<file path="config.mk">
export PLATFORM = sky130hd
export DESIGN_NAME = display_rotation_scheduler
export DESIGN_NICKNAME = d
export VERILOG_FILES = /design/src/rtl/display_rotation_scheduler.sv
export SDC_FILE = /design/constraint.sdc
export NUM_CORES = 1
export LEC_CHECK = 0
export ABC_AREA = 1
export CAP_MARGIN = 5
export CELL_PAD_IN_SITES_DETAIL_PLACEMENT = 1
export CELL_PAD_IN_SITES_GLOBAL_PLACEMENT = 1
export CORE_MARGIN = 1
export CORE_UTILIZATION = 45
export CTS_CLUSTER_DIAMETER = 200
export DETAILED_ROUTE_END_ITERATION = 6
export PLACE_DENSITY_LB_ADDON = 0.1
export SYNTH_ARGS = -nofsm -noshare
export SYNTH_HDL_FRONTEND = slang
export SYNTH_SLANG_ARGS = --single-unit
</file>
<file path="constraint.sdc">
create_clock -name clk100Mhz -period 5.84 [get_ports clk100Mhz]
set_clock_uncertainty 0.1 [all_clocks]
set_input_delay 0.584 -clock clk100Mhz [delete_from_list [all_inputs] [get_ports clk100Mhz]]
set_output_delay 0.584 -clock clk100Mhz [all_outputs]
set_load 0.05 [all_outputs]
</file>
<file path="src/rtl/display_rotation_scheduler.sv">
// Steps the Rotator's display mode through the enabled views on a fixed slot,
// with a freeze (hold), a manual advance (next_req) and live per-view enables.
module display_rotation_scheduler #(
  parameter int unsigned SLOT_TICKS = 200000000,
  parameter int unsigned CNT_W      = 28
) (
  input  logic       clk100Mhz,
  input  logic       rst,
  input  logic [3:0] enable_mask,
  input  logic       hold,
  input  logic       next_req,
  output logic [1:0] mode,
  output logic       mode_valid,
  output logic       mode_strobe
);

  typedef enum logic [1:0] {
    S_IDLE = 2'd0,
    S_SHOW = 2'd1,
    S_HOLD = 2'd2
  } state_t;

  localparam logic [CNT_W-1:0] SLOT_LAST = CNT_W'(SLOT_TICKS - 1);

  state_t           state_q;
  logic [1:0]       mode_q;
  logic             valid_q;
  logic             strobe_q;
  logic [CNT_W-1:0] timer_q;

  logic [1:0]       next_mode;
  logic [1:0]       first_mode;
  logic             slot_done;

  // Cyclic search from m+1; lands back on m itself when it is the only enabled view.
  function automatic logic [1:0] next_enabled(input logic [1:0] m, input logic [3:0] mask);
    logic [1:0] cand;
    logic       found;
    // NOTE: every local gets a value before any conditional write, so no latch can be inferred.
    next_enabled = m;
    found        = 1'b0;
    for (int k = 1; k <= 4; k++) begin
      cand = m + 2'(k);
      if (!found && mask[cand]) begin
        next_enabled = cand;
        found        = 1'b1;
      end
    end
  endfunction

  function automatic logic [1:0] lowest_enabled(input logic [3:0] mask);
    lowest_enabled = 2'd0;
    for (int i = 3; i >= 0; i--) begin
      if (mask[i]) lowest_enabled = 2'(i);
    end
  endfunction

  always_comb begin
    next_mode  = next_enabled(mode_q, enable_mask);
    first_mode = lowest_enabled(enable_mask);
    slot_done  = (timer_q == SLOT_LAST);
  end

  // NOTE: all state uses non-blocking assignments so every register samples pre-edge values.
  always_ff @(posedge clk100Mhz) begin
    if (!rst) begin
      state_q  <= S_IDLE;
      mode_q   <= 2'd0;
      valid_q  <= 1'b0;
      strobe_q <= 1'b0;
      timer_q  <= '0;
    end else begin
      strobe_q <= 1'b0;
      case (state_q)
        S_IDLE: begin
          if (enable_mask != 4'd0) begin
            state_q  <= hold ? S_HOLD : S_SHOW;
            mode_q   <= first_mode;
            valid_q  <= 1'b1;
            strobe_q <= 1'b1;
            timer_q  <= '0;
          end
        end
        default: begin
          if (enable_mask == 4'd0) begin
            state_q <= S_IDLE;
            mode_q  <= 2'd0;
            valid_q <= 1'b0;
            timer_q <= '0;
          end else if (!enable_mask[mode_q]) begin
            // A disabled current view is replaced even while frozen.
            state_q  <= hold ? S_HOLD : S_SHOW;
            mode_q   <= next_mode;
            strobe_q <= 1'b1;
            timer_q  <= '0;
          end else if (hold) begin
            state_q <= S_HOLD;
          end else begin
            state_q <= S_SHOW;
            if (next_req || slot_done) begin
              mode_q   <= next_mode;
              strobe_q <= (next_mode != mode_q);
              timer_q  <= '0;
            end else begin
              timer_q <= timer_q + CNT_W'(1);
            end
          end
        end
      endcase
    end
  end

  assign mode        = mode_q;
  assign mode_valid  = valid_q;
  assign mode_strobe = strobe_q;

endmodule

</file>
**Word-level counts from Yosys, hierarchy flattened**

Index checks and enable logic that the tools add are counted.

- Flip-flop bits (word level): 34
- Latch bits: 0
- RAM bits: 0
- ROM bits: 0
- Bits of input ports: 8
- Output and inout bits: 4
- Logic and storage cells: 76
- Memories: 0

- Add/subtract/negate cells: 4
- $mul: 0
- Divide/modulo/power cells: 0
- Magnitude comparators: 4
- Eq/ne operators: 5
- Shifts and indexed selects: 0
- Mux-type cells: 44
- Bitwise operators: 0
- Reductions and logical operators: 14

Operators by type and width:

| cell | number |
|---|---|
| 28-bit two-way mux | 6 |
| 2-bit two-way mux | 18 |
| 28-bit by 1-bit adder with 28-bit output, second input constant | 1 |
| 28-bit == test, second input constant | 1 |
| 1-bit two-way mux | 16 |
| 2-bit by 3-bit less-than comparator with 1-bit output, second input constant | 4 |
| 1-bit binary-select mux with 2-bit select | 4 |
| 2-bit adder, second input constant | 2 |
| 4-bit logical NOT | 1 |
| 4-bit by 2-bit inequality test with 1-bit output, second input constant | 1 |
| 4-bit by 3-bit inequality test with 1-bit output, second input constant | 1 |
| 2-bit AND reduction | 2 |
| 4-bit nonzero test | 1 |
| 1-bit logical AND | 3 |
| 1-bit logical NOT | 3 |
| 3-bit AND reduction | 1 |
| 2-bit by 1-bit adder with 2-bit output, second input constant | 1 |
| 2-bit logical NOT | 1 |
| 2-bit inequality test | 1 |
| 2-bit inequality test, second input constant | 1 |
| 2-bit nonzero test | 1 |
| 1-bit logical OR | 1 |

**Logic depth before layout (Yosys ltp)**

- Word-level depth: 19
- Mapped depth: 16
- Depth with buffers taken out: 16

**Worst setup path after synthesis**

OpenSTA, ideal clock, no wires.

- Path kind: input -> register
- Start: input port enable_mask[1]
- End: register timer_q[27]
- Library setup time: 113 ps
- Arrival time: 2040 ps
- Required time: 5627 ps
- Path slack: 3587 ps
- Stages: 16
- Buffers on the path: 1
- Cell sequence: inv_1 nand2_1 nor3_1 inv_1 ha_1 nand2_1 inv_1 nand3_4 nand2_4 inv_2 buf_6 nand3_1 nor2_1 nand2_1 nand2_1 nor2_1

- Longest elaborated chain between the ends: 5
- Elaborated cells on any way between the ends: 10
- Those cells by class: eq/ne (2); mux (5); reduce/logical (3)

RTL lines:

| item | RTL line | source |
|---|---|---|
| start: declaration | 9 | `input logic [3:0] enable_mask,` |
| 1-bit binary-select mux with 2-bit select | 90 | `end else if (!enable_mask[mode_q]) begin` |
| 1-bit two-way mux (not written as such) | 90 |  |
| 28-bit two-way mux | 90 |  |
| 28-bit two-way mux | 85 | `if (enable_mask == 4'd0) begin` |
| 28-bit two-way mux | 74 | `case (state_q)` |
| end signal: assignment | 105 | `timer_q <= timer_q + CNT_W'(1);` |
| end: declaration | 29 | `logic [CNT_W-1:0] timer_q;` |

Several ways; a longest one is shown, not always the timed one. The select of a mux whose other input is x is not followed.
A chain may end at the register's enable or synchronous reset.

**Worst setup path after layout**

- Start: input port enable_mask[1]
- End: register timer_q[4]

The elaborated chain is that of the path after synthesis.

==> results_dict.tcl <==
set metrics [dict create \
    clock_path_buffers 2 \
    cp.required_ns 5.89 \
    switching_share 0.352 \
    period_minus_slack_ns 3.29 \
    first_pass_iters 6 \
    finalCritPeriodShare 0.563 \
    gr-total-overflow 0 \
    die_area_sq_um 5030 \
    post-cts-setup-buffer-count 0 \
    cts_root_buf "clkbuf_8" \
    max_clock_freq_mhz 304 \
    num_vias 2115 \
    rows 24 \
    routed_via_density 5.27 \
    place.gp.congestion 0.852 \
    p_switching_mw 0.202 \
    drv_cap 0 \
    dpl.cell_count 394 \
    hold_slack_ns 0.416 \
    crit_path_cell_trace "clkdlybuf4s50_1 > inv_1 > nand2_1 > nor3_1 > inv_1 > ha_1 > nand2_1 > inv_1 > nand3_4 > nand2_4 > inv_2 > nand2_1 > nand2_1 > nor2_1" \
    drc_errors 0 \
    dpl_cell_area_sq_um 2270 \
    diodes 0 \
    ant_nets 0 \
    final_cells 401 \
    p_int_mw 0.372 \
    cp-end-kind "flip-flop" \
    p_per_area_nw_per_um2 244 \
    tns_ns 0 \
    core_area_sq_um 4440 \
    avgSynthCellArea_sq_um 6.38 \
    critPathKind "in2reg" \
    area_growth_syn_to_layout_pct 10.0 \
    syn_area_sq_um 2140 \
    ys_seq_elements 34 \
    tightest_slew_ns 0.799 \
    p_seq_frac 0.436 \
    layout_commonest_cell "nand2_1" \
    power_frac_clock 0.294 \
    regToRegSetupSlack_ns 3.03 \
    start_kind "input port" \
    max_stage_delay_ns 0.62 \
    status "complete, no violations" \
    cts_sinks 34 \
    cp_max_fo 20 \
    cts_max_level 2 \
    antenna_found_initial 0 \
    p_leak_nw 0.903 \
    postCtsHoldBufs 0 \
    clk_latency_ns 0.30 \
    slew_viol_final 0 \
    fin_util 0.529 \
    vdd_drop_max_mv 0.109 \
    avgRoutedWirePerCell_um 14.4 \
    die_w_um 70.9 \
    wl_mm 5.79 \
    io_pins 12 \
    grt_max_degree 21 \
    cpMaxStageDelayCell "nand2_1" \
    drive_gt1_frac 0.0831 \
    syn_nets 346 \
    drt_iter0_drc 84 \
    syn_inst 335 \
    numCtsBuffers 5 \
    ys_types 32 \
    hp-class "reg2reg" \
    dpl.hpwl_mm 4.54 \
    cp.arrival_ns 3.33 \
    yosys_warnings 0 \
    final_cell_mix "nand2_1, nor2_1, inv_1, dfxtp_1, nand3_1" \
    max-slew-margin-rel 0.466 \
    finish.instance_area_sq_um 2350 \
    track_usage 0.257 \
    setup_viol 0 \
    port_buffers 11 \
    path_clk_slew_ns 0.07 \
    start_util 0.481 \
    cts.repair.resized 0 \
    num-nets-final 360 \
    crit_path_frequent_cell "nand2_1" \
    hold_violations 0 \
    seq_area_frac_synth 0.319 \
    power_frac_comb 0.269 \
    grt_pass1_wl_mm 10.1 \
    cts_tree "yes" \
    die_h_um 70.9 \
    rsz0062_at_grt "no" \
    grt_pass1_vias 2206 \
]
[power groups by stage]
stage | registers [mW] | logic, mW | clock network, mW
6_report | 0.250 | 0.154 | 0.169
5_1_grt | 0.251 | 0.174 | 0.179
4_1_cts | 0.250 | 0.157 | 0.173
3_5_place_dp | 0.256 | 0.154 | 0
3_3_place_gp | 0.255 | 0.151 | 0
2_1_floorplan | 0.266 | 0.109 | 0
[metal layers]
metal  global-route usage  wire (um)
met3               0.0541        178
met5                    0          0
met4               0.0689         57
met2                0.437       2720
met1                0.332       2830
[Yosys cell counts]
cell type  instances  share of area
o21ai_0           10          0.023
buf_6              2          0.011
a31o_2             1         0.0041
o21bai_1           1         0.0035
nand3_1           24          0.056
buf_4              2         0.0070
nor4_1             2         0.0059
nor2_4             1         0.0053
nand2_2            3         0.0088
nand2_4            1         0.0053
ha_1               3          0.018
xnor2_1            3          0.012
nand2_1           89           0.16
nand3_4            1         0.0082
a21oi_1            8          0.019
nand4_1           10          0.029
o21ai_1            2         0.0047
inv_1             36          0.063
clkinv_1           1         0.0018
a21boi_4           1         0.0088
dfxtp_1           34           0.32
a21o_1             1         0.0035
xor2_1             7          0.029
nand3b_1           1         0.0035
nor2_1            67           0.12
nor2_2             4          0.012
or2_2              1         0.0029
nor3_1             7          0.016
nor3_2             5          0.023
inv_2              3         0.0053
a22oi_1            1         0.0035
nand3_2            3          0.014
[critical path, delay by kind of cell]
family | cells | cell delay [ns]
buf+inv | 5 | 0.97
fa+ha+maj | 1 | 0.21
simple gates | 8 | 1.55
[registers in the layout (all words and copies together) (netlist names)]
name and count:
mode_strobe 1, mode 2, mode_valid 1, state_q 2, timer_q 28
[worst paths after layout]
| check | depth (start not counted) | startpoint | endpoint |
|---|---|---|---|
| setup / recovery | 14 | enable_mask[1] | timer_q[4] |
| hold / removal | 2 | timer_q[0] | timer_q[0] |
| setup reg to reg | 11 | state_q[0] | timer_q[4] |
| hold reg to reg | 2 | timer_q[0] | timer_q[0] |
[stage by stage]
step	power [mW]	setup WS [ns]
after detailed placement	0.410	2.25
after global placement	0.406	2.47
after CTS	0.580	2.53
final	0.573	2.55
after floorplan	0.375	3.59
after global routing	0.604	2.27
[cell families after synthesis]
logic type / after synthesis / share of synthesized area
simple gates: 219 / 0.465
buf+inv: 44 / 0.0878
flops: 34 / 0.318
compound gates: 25 / 0.0703
xor+xnor: 10 / 0.0410
fa+ha+maj: 3 / 0.0176
[final cells by class]
type	instances	area, sq um
Timing Repair Buffer	11	110
Fill cell	621	2090
Clock buffer	7	76.3
Sequential cell	34	681
Inverter	40	150
Multi-Input combinational cell	257	1270
Tap cell	52	65.1
Power figures use the tool's default switching activity.
